## src/rtl/instr_sequencer_pkg.sv

```systemverilog
// Shared definitions for the instruction sequencer: opcode map, ALU function codes,
// FSM state encoding and the opcode-to-class decode used by the control FSM.
package instr_sequencer_pkg;

    localparam int OPC_W = 4;
    localparam int REG_W = 3;
    localparam int CNT_W = 8;

    localparam logic [OPC_W-1:0] OP_NOP   = 4'h0;
    localparam logic [OPC_W-1:0] OP_ADD   = 4'h1;
    localparam logic [OPC_W-1:0] OP_SUB   = 4'h2;
    localparam logic [OPC_W-1:0] OP_AND   = 4'h3;
    localparam logic [OPC_W-1:0] OP_OR    = 4'h4;
    localparam logic [OPC_W-1:0] OP_XOR   = 4'h5;
    localparam logic [OPC_W-1:0] OP_NOT   = 4'h6;
    localparam logic [OPC_W-1:0] OP_MOV   = 4'h7;
    localparam logic [OPC_W-1:0] OP_LOAD  = 4'h8;
    localparam logic [OPC_W-1:0] OP_STORE = 4'h9;
    localparam logic [OPC_W-1:0] OP_JMP   = 4'hA;
    localparam logic [OPC_W-1:0] OP_BZ    = 4'hB;
    localparam logic [OPC_W-1:0] OP_HALT  = 4'hF;

    // ALU function codes share the opcode numbering, so alu_op is the opcode itself
    typedef enum logic [OPC_W-1:0] {
        ALU_NONE = 4'h0,
        ALU_ADD  = 4'h1,
        ALU_SUB  = 4'h2,
        ALU_AND  = 4'h3,
        ALU_OR   = 4'h4,
        ALU_XOR  = 4'h5,
        ALU_NOT  = 4'h6,
        ALU_MOV  = 4'h7
    } alu_fn_e;

    typedef enum logic [3:0] {
        ST_FETCH0 = 4'd0,
        ST_FETCH1 = 4'd1,
        ST_FETCH2 = 4'd2,
        ST_DECODE = 4'd3,
        ST_EX1    = 4'd4,
        ST_EX2    = 4'd5,
        ST_EX3    = 4'd6,
        ST_HALTED = 4'd7,
        ST_FAULT  = 4'd8
    } state_e;

    typedef enum logic [2:0] {
        CL_NOP,
        CL_ALU,
        CL_LOAD,
        CL_STORE,
        CL_JMP,
        CL_BZ,
        CL_HALT,
        CL_ILLEGAL
    } op_class_e;

    function automatic op_class_e classify(input logic [OPC_W-1:0] op);
        op_class_e cls;
        if (op == OP_NOP) begin
            cls = CL_NOP;
        end else if (op <= OP_MOV) begin
            cls = CL_ALU;
        end else begin
            case (op)
                OP_LOAD:  cls = CL_LOAD;
                OP_STORE: cls = CL_STORE;
                OP_JMP:   cls = CL_JMP;
                OP_BZ:    cls = CL_BZ;
                OP_HALT:  cls = CL_HALT;
                default:  cls = CL_ILLEGAL;
            endcase
        end
        return cls;
    endfunction

endpackage

```

## src/rtl/instr_sequencer_wait_timer.sv

```systemverilog
// Memory wait-state counter: counts cycles without mem_ready while a strobe is held
// and flags the cycle in which the wait limit is hit.
module instr_sequencer_wait_timer
    import instr_sequencer_pkg::*;
#(
    parameter int unsigned TIMEOUT = 16
) (
    input  logic i_clk,
    input  logic i_rst_n,
    input  logic i_active,
    input  logic i_mem_ready,
    output logic o_timeout
);

    localparam logic [CNT_W-1:0] LAST_WAIT = CNT_W'(TIMEOUT - 1);

    logic [CNT_W-1:0] r_cnt;

    always_ff @(posedge i_clk or negedge i_rst_n) begin
        if (!i_rst_n) begin
            r_cnt <= '0;
        end else if (!i_active) begin
            r_cnt <= '0;
        end else if (!i_mem_ready) begin
            r_cnt <= r_cnt + CNT_W'(1);
        end
    end

    // Fires on the cycle whose idle count would bring the total to TIMEOUT
    assign o_timeout = i_active && !i_mem_ready && (r_cnt == LAST_WAIT);

endmodule

```

## src/rtl/instr_sequencer.sv

```systemverilog
// Fetch/decode/execute control sequencer for the single-W-bus datapath.
// Moore FSM: all strobes decode from the state register plus the IR fields.
//
// state   | meaning
// FETCH0  | PC onto bus, load MAR
// FETCH1  | memory read, wait for mem_ready
// FETCH2  | MDR onto bus, load IR, increment PC
// DECODE  | branch on opcode, flag illegal opcodes
// EX1-EX3 | execute steps of the current instruction class
// HALTED  | HALT executed, sticky until reset
// FAULT   | memory timeout, sticky until reset
module instr_sequencer
    import instr_sequencer_pkg::*;
#(
    parameter int unsigned MEM_TIMEOUT      = 16,
    parameter bit          RESET_STATE_HALT = 1'b0
) (
    input  logic             i_clk,
    input  logic             i_rst_n,
    input  logic [OPC_W-1:0] i_opcode,
    input  logic [REG_W-1:0] i_rd,
    input  logic [REG_W-1:0] i_rs_1,
    input  logic [REG_W-1:0] i_rs_2,
    input  logic             i_s,
    input  logic             i_zero_flag,
    input  logic             i_mem_ready,
    output logic             o_pc_out,
    output logic             o_pc_inc,
    output logic             o_pc_in,
    output logic             o_mar_in,
    output logic             o_mdr_in,
    output logic             o_mdr_out,
    output logic             o_mem_rd,
    output logic             o_mem_wr,
    output logic             o_ir_in,
    output logic             o_reg_out_en,
    output logic [REG_W-1:0] o_reg_out_sel,
    output logic             o_reg_in_en,
    output logic [REG_W-1:0] o_reg_in_sel,
    output logic             o_a_in,
    output logic             o_c_in,
    output logic             o_c_out,
    output logic [OPC_W-1:0] o_alu_op,
    output logic             o_flag_we,
    output logic             o_halted,
    output logic             o_fault,
    output logic             o_illegal
);

    localparam state_e RESET_STATE = RESET_STATE_HALT ? ST_HALTED : ST_FETCH0;

    state_e    r_state;
    state_e    w_next;
    logic      r_boot;
    op_class_e w_cls;
    logic      w_wait;
    logic      w_timeout;

    assign w_cls = classify(i_opcode);

    always_comb begin
        w_wait = 1'b0;
        if (!r_boot) begin
            w_wait = (r_state == ST_FETCH1)
                  || ((r_state == ST_EX2) && (w_cls == CL_LOAD))
                  || ((r_state == ST_EX3) && (w_cls == CL_STORE));
        end
    end

    instr_sequencer_wait_timer #(
        .TIMEOUT (MEM_TIMEOUT)
    ) u_wait_timer (
        .i_clk       (i_clk),
        .i_rst_n     (i_rst_n),
        .i_active    (w_wait),
        .i_mem_ready (i_mem_ready),
        .o_timeout   (w_timeout)
    );

    always_comb begin
        w_next = r_state;
        if (w_wait) begin
            if (i_mem_ready) begin
                case (r_state)
                    ST_FETCH1: w_next = ST_FETCH2;
                    ST_EX2:    w_next = ST_EX3;
                    default:   w_next = ST_FETCH0;
                endcase
            end else if (w_timeout) begin
                w_next = ST_FAULT;
            end
        end else begin
            case (r_state)
                ST_FETCH0: w_next = ST_FETCH1;
                ST_FETCH2: w_next = ST_DECODE;
                ST_DECODE: begin
                    case (w_cls)
                        CL_NOP, CL_ILLEGAL: w_next = ST_FETCH0;
                        CL_HALT:            w_next = ST_HALTED;
                        default:            w_next = ST_EX1;
                    endcase
                end
                ST_EX1:    w_next = ((w_cls == CL_JMP) || (w_cls == CL_BZ)) ? ST_FETCH0 : ST_EX2;
                ST_EX2:    w_next = ST_EX3;
                ST_EX3:    w_next = ST_FETCH0;
                default:   w_next = r_state;
            endcase
        end
    end

    // r_boot holds every output low for the first cycle after reset release
    always_ff @(posedge i_clk or negedge i_rst_n) begin
        if (!i_rst_n) begin
            r_state <= RESET_STATE;
            r_boot  <= 1'b1;
        end else if (r_boot) begin
            r_boot  <= 1'b0;
        end else begin
            r_state <= w_next;
        end
    end

    always_comb begin
        o_pc_out      = 1'b0;
        o_pc_inc      = 1'b0;
        o_pc_in       = 1'b0;
        o_mar_in      = 1'b0;
        o_mdr_in      = 1'b0;
        o_mdr_out     = 1'b0;
        o_mem_rd      = 1'b0;
        o_mem_wr      = 1'b0;
        o_ir_in       = 1'b0;
        o_reg_out_en  = 1'b0;
        o_reg_out_sel = '0;
        o_reg_in_en   = 1'b0;
        o_reg_in_sel  = '0;
        o_a_in        = 1'b0;
        o_c_in        = 1'b0;
        o_c_out       = 1'b0;
        o_alu_op      = '0;
        o_halted      = 1'b0;
        o_fault       = 1'b0;
        o_illegal     = 1'b0;
        if (!r_boot) begin
            case (r_state)
                ST_FETCH0: begin
                    o_pc_out = 1'b1;
                    o_mar_in = 1'b1;
                end
                ST_FETCH1: o_mem_rd = 1'b1;
                ST_FETCH2: begin
                    o_mdr_out = 1'b1;
                    o_ir_in   = 1'b1;
                    o_pc_inc  = 1'b1;
                end
                ST_DECODE: o_illegal = (w_cls == CL_ILLEGAL);
                ST_EX1: begin
                    if ((w_cls == CL_ALU) || (w_cls == CL_LOAD) || (w_cls == CL_STORE)
                        || (w_cls == CL_JMP) || ((w_cls == CL_BZ) && i_zero_flag)) begin
                        o_reg_out_en  = 1'b1;
                        o_reg_out_sel = i_rs_1;
                    end
                    o_a_in   = (w_cls == CL_ALU);
                    o_mar_in = (w_cls == CL_LOAD) || (w_cls == CL_STORE);
                    o_pc_in  = (w_cls == CL_JMP) || ((w_cls == CL_BZ) && i_zero_flag);
                end
                ST_EX2: begin
                    if ((w_cls == CL_ALU) || (w_cls == CL_STORE)) begin
                        o_reg_out_en  = 1'b1;
                        o_reg_out_sel = i_rs_2;
                    end
                    if (w_cls == CL_ALU) begin
                        o_alu_op = i_opcode;
                        o_c_in   = 1'b1;
                    end
                    o_mdr_in = (w_cls == CL_STORE);
                    o_mem_rd = (w_cls == CL_LOAD);
                end
                ST_EX3: begin
                    if ((w_cls == CL_ALU) || (w_cls == CL_LOAD)) begin
                        o_reg_in_en  = 1'b1;
                        o_reg_in_sel = i_rd;
                    end
                    o_c_out   = (w_cls == CL_ALU);
                    o_mdr_out = (w_cls == CL_LOAD);
                    o_mem_wr  = (w_cls == CL_STORE);
                end
                ST_HALTED: o_halted = 1'b1;
                ST_FAULT:  o_fault  = 1'b1;
                default: ;
            endcase
        end
    end

    assign o_flag_we = o_c_in & i_s;

endmodule

```

## config.mk

```make
export PLATFORM = sky130hd
export DESIGN_NAME = instr_sequencer
export DESIGN_NICKNAME = d
export VERILOG_FILES = /design/src/rtl/instr_sequencer_pkg.sv /design/src/rtl/instr_sequencer_wait_timer.sv /design/src/rtl/instr_sequencer.sv
export SDC_FILE = /design/constraint.sdc
export NUM_CORES = 1
export LEC_CHECK = 0
export CAP_MARGIN = 10
export CORE_ASPECT_RATIO = 0.9
export CORE_MARGIN = 10
export CORE_UTILIZATION = 46
export CTS_CLUSTER_DIAMETER = 50
export DETAILED_ROUTE_END_ITERATION = 10
export GPL_TIMING_DRIVEN = 0
export PLACE_DENSITY = 0.87
export SYNTH_ARGS = -nofsm -noshare
export SYNTH_HDL_FRONTEND = slang
export SYNTH_SLANG_ARGS = --single-unit
```

## constraint.sdc

```tcl
create_clock -name i_clk -period 6.7 [get_ports i_clk]
set_clock_uncertainty 0.05 [all_clocks]
set_input_delay 1.675 -clock i_clk [delete_from_list [all_inputs] [get_ports i_clk]]
set_output_delay 1.675 -clock i_clk [all_outputs]
set_load 0.01 [all_outputs]
```

==> results.yml <==
outcome:
  status: "completed"
route:
  drt_wl_total_um: 3253
  vias: 1169
  ant_nets: 0
  drc: 0
  wl_per_cell_um: 15.49
  drt_iter0_drc: 89
  vias_per_cell: 5.567
  drt_first_pass_iters: 4
synth:
  synthesis.area_um2: 1122
  ys_types: 45
  synth-seq-cells: 13
  synthArstFlopShare: 1.000
  synth_edf_count: 0
  ys.flop_type: "dfrtp_1"
  netlist_instances: 136
  ys_seq_area_frac: 0.2910
  yosys_warnings: 0
  synth.avg_cell_area_um2: 8.252
grt:
  first_global_vias: 1145
  grt-ovfl-total: 0
  grt_max_degree: 14
  grt_pass1_wl_um: 5347
  antenna_found_initial: 0
  gr-usage-all-layers: 0.1319
timing:
  finalCritPeriodShare: 0.8641
  worst_slack_ns: 0.9103
  finalHoldViolCount: 0
  finalSetupTns_ns: 0
  rsz0062_at_grt: "false"
  holdWs_ns: 0.5162
  finalSetupViolations: 0
  slew_headroom: 0.6155
  slew_violations: 0
  fmax_ghz: 0.1727
  finalCriticalPeriod_ns: 5.790
  worst_pin_slew_ns: 0.5755
cts:
  postCtsSetupRepairBufs: 0
  cts-root-buf: "clkbuf_4"
  worstSkewPairLatency_ns: 0.28
  cts.path.max_buffers: 2
  cts_tree: "done"
  clock-sinks: 13
  postCtsHoldBufs: 0
  cts_resized: 0
  clk_pin_slew_worst_paths_ns: 0.08
  htree_levels: 1
  cts-buffers-inserted: 3
worst_setup_path:
  cp.arrival_ns: 4.06
  slowest_delay_ns: 0.61
  cpLargestDelayFamily: "buffers and inverters"
  crit_fanout: 8
  startpoint_type: "input port"
  crit_type: "in2out"
  cp.required_ns: 4.97
  endpoint_kind: "output pin"
  crit_chain: "clkdlybuf4s50_1, or4bb_1, a21oi_1, a22oi_1, nor2_1, clkdlybuf4s50_1"
  crit_top_cell: "clkdlybuf4s50_1"
  crit_buf_inv: 2
  slowest_stage: "clkdlybuf4s50_1"
place:
  pre_cts_slack_ns: 0.9316
  dp.final_hpwl_um: 2727
  gp_congestion: 0.8474
  placed_cell_area_um2: 1580
  io_buffers: 42
pwr:
  ir_drop_mv: 0.1263
  finalPower_w: 0.0001523
  p_leak_nw: 0.6163
  power_density_nw_per_um2: 94.73
final_layout:
  area_growth_pct: 43.26
  diodes: 0
  drive_gt1_frac: 0.09836
  nets: 203
  fillers: 185
  stdcell_area_um2: 1608
floorplan:
  core_um2: 2242
  rows: 16
  die-width_um: 72.07
  ios: 46
  die_y_um: 66.86
  start_util: 0.5006
  design.die.area_um2: 4818
job:
  cap_violations: 0
min_path:
  worstHoldPathType: "reg2reg"
## power breakdown
| group | internal (W) | switching (W) | total (W) |
|---|---|---|---|
| registers | 0.0000793 | 0.000000915 | 0.0000802 |
| logic | 0.0000125 | 0.0000109 | 0.0000234 |
| clock network | 0.0000222 | 0.0000265 | 0.0000487 |
## stage by stage
step                      cells    util
final                       210  0.7171
after global placement      206  0.7048
after CTS                   210  0.7171
after floorplan             137       -
after detailed placement    206  0.7048
after global routing        210  0.7171
## cells in the mapped netlist (2+ instances only)
library cell / count / area share
a21oi_1: 6 / 0.027
a22oi_1: 5 / 0.033
and2_1: 7 / 0.039
and3_1: 6 / 0.033
and4b_1: 2 / 0.018
buf_4: 2 / 0.013
clkbuf_1: 5 / 0.017
dfrtp_1: 12 / 0.27
mux2i_1: 4 / 0.036
nand2_1: 7 / 0.023
nand2b_1: 4 / 0.022
nand3_1: 4 / 0.018
nor2_1: 23 / 0.077
nor2b_1: 5 / 0.028
nor3_1: 3 / 0.013
nor4_1: 2 / 0.011
o21ai_0: 3 / 0.013
or2_2: 2 / 0.011
or4b_2: 2 / 0.018
xnor2_1: 6 / 0.047
xor2_1: 2 / 0.016
## routing by layer
layer	vias up	part of all wire	wire length, um	GRT usage
met2	50	0.49	1587	0.2336
li1	580	-	-	-
met4	0	0.010	33	0.03623
met1	536	0.42	1359	0.1493
met3	3	0.084	272	0.04000
met5	-	0	0	0
## cell usage in the layout, fill, tap and decap left out, types with 2 or more instances in the layout
cell / instances
clkdlybuf4s50_1: 42
o21ai_0: 3
xor2_1: 2
and4b_1: 2
and3_1: 6
nor2_1: 23
nand2_1: 7
nor3_1: 3
clkbuf_1: 5
xnor2_1: 6
or2_2: 2
nand2b_1: 4
nand3_1: 4
conb_1: 2
nor4_1: 2
mux2i_1: 4
and2_1: 7
a22oi_1: 5
buf_4: 2
or4b_2: 2
clkbuf_4: 3
a21oi_1: 6
nor2b_1: 5
dfrtp_1: 12
## worst register-to-register path, stage by stage (launching register included)
cell      delay (ns)
dfrtp_1         0.36
clkbuf_1        0.22
nor3b_1         0.56
nor3b_2         0.44
nor2_2          0.11
buf_6           0.16
o21ai_1         0.14
mux2i_1         0.09
## path summary, 6_finish.rpt
kind / from / to / slack, ns / depth (start not counted)
worst max-delay path: i_opcode[0] / o_reg_out_sel[2] / 0.91 / 6
worst min-delay path: u_wait_timer.r_cnt[7] / u_wait_timer.r_cnt[7] / 0.52 / 2
worst max register to register: r_state[3] / r_state[0] / 4.44 / 7
worst min register to register: u_wait_timer.r_cnt[7] / u_wait_timer.r_cnt[7] / 0.52 / 2
max in group asynchronous: i_rst_n / r_boot / 4.52 / 1
min in group asynchronous: i_rst_n / r_state[3] / 1.70 / 1
## cell families after synthesis
| logic type | after synthesis | share of synthesized area |
|---|---|---|
| mux | 4 | 0.03568 |
| buf+inv | 10 | 0.04793 |
| xor+xnor | 8 | 0.06243 |
| flops | 13 | 0.2910 |
| fa+ha+maj | 1 | 0.01115 |
| compound gates | 21 | 0.1483 |
| other cells | 1 | 0.003341 |
| simple gates | 78 | 0.4002 |
## sequential cells by signal, indices dropped and copies added (netlist names)
register            flops
r_state                 4
u_wait_timer.r_cnt      8
r_boot                  1
## cell type report
type                    instances  area [um^2]  area share
clock buffers                   3        22.52     0.01401
repair buffers                 42        420.4      0.2615
clock inverters                 1        5.005    0.003113
inverters                       1        3.754    0.002335
well taps                      27        33.78     0.02101
multi-input cells             114        745.7      0.4638
flip-flops and latches         13        326.6      0.2031
plain buffers                   9        50.05     0.03113
(Power assumes the default switching activity.)
